File: config.mk
export PLATFORM = sky130hd
export DESIGN_NAME = imem_boot_ctrl
export DESIGN_NICKNAME = d
export VERILOG_FILES = /design/src/rtl/imem_boot_ctrl.sv
export SDC_FILE = /design/constraint.sdc
export NUM_CORES = 1
export LEC_CHECK = 0
export BUFFER_PORTS_ARGS = -buffer_cell sky130_fd_sc_hd__buf_2
export CAP_MARGIN = 5
export CORE_ASPECT_RATIO = 0.5
export CORE_UTILIZATION = 51
export DETAILED_ROUTE_END_ITERATION = 6
export PLACE_DENSITY = 0.9
export SYNTH_ARGS = -nofsm -noshare
export SYNTH_HDL_FRONTEND = slang
export SYNTH_SLANG_ARGS = --single-unit
File: constraint.sdc
create_clock -name clk -period 2.3 [get_ports clk]
set_clock_uncertainty 0.2 [all_clocks]
set_input_delay 0.115 -clock clk [delete_from_list [all_inputs] [get_ports clk]]
set_output_delay 0.115 -clock clk [all_outputs]
set_load 0.01 [all_outputs]
File: src/rtl/imem_boot_ctrl.sv
// Boot loader for the CPU instruction memory: takes a counted big-endian byte
// stream, writes it word by word, then hands the memory read port to the CPU.
module imem_boot_ctrl #(
   parameter int AW = 10
) (
   input  logic          clk,
   input  logic          rst,
   input  logic          rx_valid,
   input  logic [7:0]    rx_data,
   output logic          rx_ready,
   input  logic          reload,
   input  logic          cpu_ce,
   input  logic [31:0]   cpu_addr,
   output logic [31:0]   cpu_inst,
   output logic [AW-1:0] mem_addr,
   output logic          mem_we,
   output logic [31:0]   mem_wdata,
   input  logic [31:0]   mem_rdata,
   output logic          cpu_run,
   output logic          err,
   output logic [AW:0]   words_loaded
);

   typedef enum logic [2:0] {HDR_HI, HDR_LO, LOAD, DONE, RUN} state_t;

   localparam logic [16:0]   MAX_N = 17'd1 << AW;
   localparam logic [AW:0]   ONE_W = 1;
   localparam logic [AW-1:0] ONE_P = 1;

   state_t        state;
   logic [7:0]    n_hi;
   logic [15:0]   n_words;
   logic [1:0]    byte_idx;
   logic [23:0]   asm_q;
   logic [AW-1:0] wr_ptr;
   logic          accept;
   logic [15:0]   n_next;
   logic          unused_addr;

   // The write cycle doubles as a one-cycle stall so the pointer can advance.
   assign rx_ready = (state == HDR_HI || state == HDR_LO || state == LOAD) && !mem_we;
   assign accept   = rx_valid & rx_ready;
   assign n_next   = {n_hi, rx_data};

   assign mem_addr    = cpu_run ? cpu_addr[AW+1:2] : wr_ptr;
   assign cpu_inst    = (cpu_run & cpu_ce) ? mem_rdata : 32'h0;
   assign unused_addr = ^{cpu_addr[31:AW+2], cpu_addr[1:0]};

   always_ff @(posedge clk or negedge rst) begin
      if (!rst) begin
         state        <= HDR_HI;
         n_hi         <= '0;
         n_words      <= '0;
         byte_idx     <= '0;
         asm_q        <= '0;
         wr_ptr       <= '0;
         words_loaded <= '0;
         mem_we       <= 1'b0;
         mem_wdata    <= '0;
         cpu_run      <= 1'b0;
         err          <= 1'b0;
      end else begin
         mem_we <= 1'b0;
         if (mem_we) wr_ptr <= wr_ptr + ONE_P;
         case (state)
            HDR_HI: begin
               if (accept) begin
                  n_hi  <= rx_data;
                  state <= HDR_LO;
               end
            end
            HDR_LO: begin
               if (accept) begin
                  n_words <= n_next;
                  if (n_next == 16'd0 || {1'b0, n_next} > MAX_N) begin
                     err   <= 1'b1;
                     state <= HDR_HI;
                  end else begin
                     words_loaded <= '0;
                     byte_idx     <= '0;
                     wr_ptr       <= '0;
                     state        <= LOAD;
                  end
               end
            end
            LOAD: begin
               // Leave only once the final write strobe is actually on the bus.
               if (mem_we && 17'(words_loaded) == 17'(n_words)) begin
                  state <= DONE;
               end else if (accept) begin
                  byte_idx <= byte_idx + 2'd1;
                  asm_q    <= {asm_q[15:0], rx_data};
                  if (byte_idx == 2'd3) begin
                     mem_we       <= 1'b1;
                     mem_wdata    <= {asm_q, rx_data};
                     words_loaded <= words_loaded + ONE_W;
                  end
               end
            end
            DONE: begin
               cpu_run <= 1'b1;
               state   <= RUN;
            end
            RUN: begin
               if (reload) begin
                  cpu_run <= 1'b0;
                  err     <= 1'b0;
                  state   <= HDR_HI;
               end
            end
            default: state <= HDR_HI;
         endcase
      end
   end

endmodule

==> results of run 1 <==
cell usage after synthesis (all sizes together):
master    n  area (um^2)
a211oi    1         7.51
a21o      1         7.51
a21oi    25          129
a22oi     1         7.51
a31o      1         8.76
a31oi     7         43.8
a41oi    10         87.6
and3     33          206
and4      1         8.76
buf      17          131
clkbuf   13         48.8
dfrtp   109         2730
ha        3         37.5
inv       4         15.0
mux2     50          672
mux2i     3         30.0
nand2   141          537
nand2b    4         32.5
nand3     4         20.0
nand3b    1         7.51
nand4     4         25.0
nor2     10         56.3
nor2b     1         6.26
nor3      4         20.0
nor3b     2         20.0
nor4     10         68.8
o211ai    1         7.51
o21a      1         7.51
o21ai     4         20.0
o21ba     1         10.0
or2       1         6.26
or3b      2         17.5
or4       2         15.0
xnor2     7         61.3
xor2     14          123
per-layer routing:
layer | track usage [%] | part of all wire (%) | vias to the layer above
met5 | 0 | 0 | -
met4 | 6.43 | 1.1 | 0
met3 | 6.09 | 5.8 | 17
met2 | 40.4 | 48 | 116
met1 | 33.5 | 45 | 2049
li1 | - | - | 2017
stage by stage:
stage,cells,worst slack [ps]
global route,787,4.63
detailed placement,761,-186
floorplan,493,342
CTS,787,6.84
finish,787,103
global placement,761,-99.6
cell families (layout without fill, tap and decap cells):
logic type | Yosys count | in the layout | share of synthesized area [%]
xor gates and xnor gates | 21 | 21 | 3.52
adders and majority gates | 3 | 3 | 0.718
DFF | 109 | 109 | 52.2
and+or+nand+nor | 220 | 220 | 20.0
muxes | 53 | 53 | 13.4
buffers and inverters | 34 | 193 | 3.73
AOI/OAI and AO/OA | 53 | 53 | 6.44
worst max-delay path, cell delays in order, from the launching register on:
cell and delay [ps]:
dfrtp_1 400, buf_4 160, or3b_2 540, a21oi_1 310, mux2i_4 230, a41oi_1 260
registers in the layout, indices dropped and copies added, names as in the netlist:
signal / cells
mem_wdata: 32
asm_q: 24
n_words: 16
words_loaded: 11
wr_ptr: 10
n_hi: 8
state: 3
byte_idx: 2
cpu_run: 1
err: 1
mem_we: 1
worst max path at each step:
stage | startpoint | end | slack [ps] | depth (start not counted)
floorplan | mem_we$_DFF_PN0_ | n_hi[0]$_DFFE_PN0P_ | 340 | 4
global placement | n_hi[5]$_DFFE_PN0P_ | words_loaded[10]$_DFFE_PN0P_ | -100 | 5
detailed placement | n_hi[5]$_DFFE_PN0P_ | words_loaded[9]$_DFFE_PN0P_ | -190 | 5
CTS | rx_data[3] | words_loaded[9]$_DFFE_PN0P_ | 7 | 6
global route | state[1]$_DFFE_PN0P_ | words_loaded[7]$_DFFE_PN0P_ | 5 | 5
finish | state[2]$_DFFE_PN0P_ | words_loaded[9]$_DFFE_PN0P_ | 100 | 5
cell type report:
| cell class | instances | area [um^2] | share of cell area [%] |
|---|---|---|---|
| sequential | 109 | 2730 | 41.9 |
| clock inverter | 7 | 63.8 | 0.979 |
| tap | 135 | 169 | 2.59 |
| inverter | 4 | 15.0 | 0.230 |
| multi-input combinational | 350 | 2330 | 35.8 |
| timing repair buffer | 173 | 985 | 15.1 |
| clock buffer | 9 | 225 | 3.46 |
power groups by stage:
stage	logic, uW	registers, uW	clock network, uW
after detailed placement	1550	2750	0
after CTS	1590	2720	1540
after global routing	1800	2790	1600
after floorplan	1080	2660	0
final	1620	2740	1510
after global placement	1480	2730	0
timing repair:
action / in CTS / in global routing
hold buffers: 10 / 0
hold endpoints to repair: 144 / 0
setup endpoints to repair: 30 / 14
gates resized for setup: 2 / 3
==> metrics.yaml, run 1 <==
outcome: "completed"
final_nets: 727
firstDrtPassIters: 4
syn_area_per_cell_um2: 10.6
reg2regPathDepth: 5
grt_max_degree: 110
drive_above_1_share_pct: 37.1
reg2reg_to: "words_loaded[9]$_DFFE_PN0P_"
wl_per_cell_um: 16.1
numPortBuffers: 143
final_hold_viol_count: 0
grt_usage_pct: 24.7
clk_latency_ps: 360
hold_path.class: "in2async"
row_count: 25
p_int_uw: 3850
fp.dieH_um: 73.6
cts_root_buffer: "clkbuf_16"
finalSetupViolations: 0
min_period_ps: 2200
overflow: 0
fmax_ghz: 0.455
ios: 166
finalPower_uw: 5870
final_util_pct: 67.2
dpl-instance-area_um2: 6100
drc: 0
crit_type: "reg2reg"
crit_arrival_ps: 2260
fillers: 701
drt_iter0_drc: 226
diodes: 0
synth_cell_type_count: 47
mostFrequentLayoutCells: "buf_2, nand2_1, dfrtp_1"
dp_hpwl_um: 8450
slew_headroom_pct: 59.0
worst_slew_pin_slew_ps: 616
ys_warn_count: 0
htree_levels: 3
setup_tns_ps: 0
cts_tree: "done"
powerDensity_nw_per_um2: 901
final_common_cell: "buf_2"
cp.required_ps: 2360
grt_first_pass_wirelength_um: 20600
final.period_utilization_pct: 95.5
pwr-share-clk_pct: 25.8
r2r_slack_ps: 100
synth-seq-cells: 109
grt_pass1_vias: 4048
synth_cells: 493
clock_path_buffers: 2
num_vias: 4199
die_x_um: 145
endpoint_kind: "flop"
maxCapViolCount: 0
grt_antenna_before_repair: 0
cts_num_sinks: 109
initial_core_util_pct: 53.9
cp-start-kind: "flop"
syn-num-nets: 573
globalplace.congestion: 0.815
swShare_pct: 34.5
irDropWorstVdd_v: 0.000450
cts_made_buffers: 9
wl_um: 12700
path_max_fanout: 14
dieArea_um2: 10700
yosysSeqAreaShare_pct: 52.2
coreArea_um2: 9700
antenna_left: 0
comb_power_share_pct: 27.6
stdcell_area_um2: 6520
worst_setup_hold_path_clk_slew_ps: 80
syn2layout_area_growth_pct: 24.6
seqPwrFrac_pct: 46.6
power.leakage_uw: 0.00361
final_max_slew_viol_count: 0
post_cts_buffers: 0
rsz0062_at_grt: "no"
p_switching_uw: 2030
r2r-start: "state[2]$_DFFE_PN0P_"
whs_ps: 107
avgViaCountPerCell: 5.34
syn_area_um2: 5230
No activity file was read; power rests on OpenSTA's default activity.
==> inputs of run 2 (changes only) <==
--- a/config.mk
+++ b/config.mk
@@ -6,11 +6,11 @@
 export NUM_CORES = 1
 export LEC_CHECK = 0
 export BUFFER_PORTS_ARGS = -buffer_cell sky130_fd_sc_hd__buf_2
-export CAP_MARGIN = 5
+export CAP_MARGIN = 10
 export CORE_ASPECT_RATIO = 0.5
-export CORE_UTILIZATION = 51
+export CORE_UTILIZATION = 45
 export DETAILED_ROUTE_END_ITERATION = 6
-export PLACE_DENSITY = 0.9
+export PLACE_DENSITY = 0.82
 export SYNTH_ARGS = -nofsm -noshare
 export SYNTH_HDL_FRONTEND = slang
 export SYNTH_SLANG_ARGS = --single-unit
==> run 2 against run 1 <==
Compared with the run above: register-to-register slack gained 50 ps; total power grew 4.3%; setup slack gained 48 ps; sequential share of layout area shrank 0.33 points; maximum frequency grew 2.3%; largest power group unchanged; highest routed layer unchanged.
==> metrics.yaml, run 2 (synthesis results as in run 1) <==
wl_um: 13200  # +4.3%
cts_root_buffer: "clkbuf_16"
swShare_pct: 32.7  # -1.8 points
syn2layout_area_growth_pct: 25.6
cp-start-kind: "flop"
hold_path.class: "in2async"
outcome: "completed"
min_period_ps: 2150  # -48.4 ps
powerDensity_nw_per_um2: 932  # +3.5%
p_switching_uw: 2000  # -1.2%
final_max_slew_viol_count: 0  # unchanged
worst_slew_pin_slew_ps: 541  # -74.7 ps
avgViaCountPerCell: 5.35  # +0.25%
mostFrequentLayoutCells: "buf_2, nand2_1, dfrtp_1"
die_x_um: 154  # +6.4%
setup_tns_ps: 0  # unchanged
grt_antenna_before_repair: 0  # unchanged
cts_tree: "done"
fmax_ghz: 0.465  # +2.3%
layout_setup_ws_ps: 152  # +48.4 ps
initial_core_util_pct: 46.9  # -7.0 points
ios: 166  # unchanged
comb_power_share_pct: 25.7  # -1.9 points
overflow: 0  # unchanged
drive_above_1_share_pct: 36.8  # -0.31 points
pwr-share-clk_pct: 29.2  # +3.4 points
antenna_left: 0  # unchanged
cts_made_buffers: 9  # unchanged
firstDrtPassIters: 5  # +1
finalSetupViolations: 0  # unchanged
globalplace.congestion: 0.784  # -3.8%
diodes: 0  # unchanged
row_count: 27  # +8.0%
largest_reg_flops: 32  # unchanged
grt_first_pass_wirelength_um: 21500  # +3.9%
numPortBuffers: 143  # unchanged
p_int_uw: 4120  # +7.2%
num_vias: 4263  # +1.5%
grt_pass1_vias: 4048  # unchanged
crit_arrival_ps: 2180  # -80 ps
top_register: "mem_wdata"
rsz0062_at_grt: "no"
cp.required_ps: 2330  # -30 ps
drt_iter0_drc: 313  # +38%
coreArea_um2: 11100  # +15%
seqPwrFrac_pct: 45.1  # -1.5 points
clk_latency_ps: 350  # about the same
dieArea_um2: 12100  # +13%
final.period_utilization_pct: 93.4  # -2.1 points
path_max_fanout: 33  # +19
crit_type: "reg2reg"
maxCapViolCount: 0  # unchanged
final_common_cell: "buf_2"
clock_path_buffers: 2  # unchanged
slew_headroom_pct: 63.6  # +4.6 points
final_hold_viol_count: 0  # unchanged
top_regs: "mem_wdata (32), asm_q (24), n_words (16)"
wl_per_cell_um: 16.6  # +3.0%
grt_max_degree: 51  # -54%
htree_levels: 3  # unchanged
endpoint_kind: "flop"
dp_hpwl_um: 8960  # +6.0%
cts_num_sinks: 109  # unchanged
worst_setup_hold_path_clk_slew_ps: 70  # about the same
final_nets: 727  # unchanged
fp.dieH_um: 78.2  # +6.3%
pre_cts_slack_ps: 42.6  # +229 ps
irDropWorstVdd_v: 0.000634  # +41%
grt_usage_pct: 22.5  # -2.1 points
drc: 0  # unchanged
power.leakage_uw: 0.00363  # +0.81%
[run 2: cell types whose count changed in the layout (fill, tap and decap cells not counted), sizes merged]
cell and delta:
clkbuf +1, clkinvlp -2, inv -2, bufinv +3
[run 2: power by group through the flow]
stage | Clock [uW] | Sequential (uW) | Combinational [uW]
detailed placement | 0 | 2770 | 1520
global route | 1890 | 2810 | 1750
finish | 1790 | 2760 | 1580
global placement | 0 | 2750 | 1440
CTS | 1810 | 2740 | 1560
floorplan | 0 | 2660 | 1080
[run 2: metal layers]
metal	vias up	global-route usage [%]	wire (um)
li1	2005	-	-
met1	2127	31.0	6010
met2	118	36.7	6440
met3	13	4.75	623
met4	0	5.35	133
met5	-	0	0
[run 2: worst max-delay path, stage by stage (launching register included)]
cell and delay, ps:
dfrtp_1 450, or3b_1 550, nor2_8 190, nand2_8 220, mux2_4 380
[run 2: path summary, 6_finish.rpt]
path	start	slack, ps	endpoint	cells after the start
min in group clk	rx_valid	140	byte_idx[0]$_DFFE_PN0P_	4
worst max-delay path	state[1]$_DFFE_PN0P_	150	mem_wdata[3]$_DFFE_PN0P_	4
worst min register to register	asm_q[18]$_DFFE_PN0P_	280	asm_q[18]$_DFFE_PN0P_	2
worst min-delay path	rst	80	asm_q[20]$_DFFE_PN0P_	2
worst max register to register	state[1]$_DFFE_PN0P_	150	mem_wdata[3]$_DFFE_PN0P_	4
max in group asynchronous	rst	1120	mem_wdata[2]$_DFFE_PN0P_	3
[run 2: stage by stage]
step                power, uW  utilization (%)  area (um^2)  std cells  hold slack, ps
floorplan                3730                -         5230        493            -381
global placement         4180             54.8         6110        771           -90.2
detailed placement       4290             54.8         6110        771           -88.1
CTS                      6110             58.8         6560        797            88.5
global route             6450             58.9         6570        797             124
finish                   6120             58.9         6570        797            83.0
[run 2: layout make-up]
cell class / instances / area (um^2)
inverters: 4 / 15.0
well taps: 145 / 181
multi-input cells: 350 / 2320
clock inverters: 6 / 116
fillers: 909 / 4580
flip-flops and latches: 109 / 2730
repair buffers: 173 / 981
clock buffers: 10 / 229
[run 2: timing repair]
| action | in CTS | in global routing |
|---|---|---|
| resized for setup | 0 | 2 |
| hold endpoints to repair | 121 | 0 |
| buffers inserted | 0 | 0 |
| endpoints found under the setup margin | 0 | 33 |
| hold buffers | 10 | 0 |
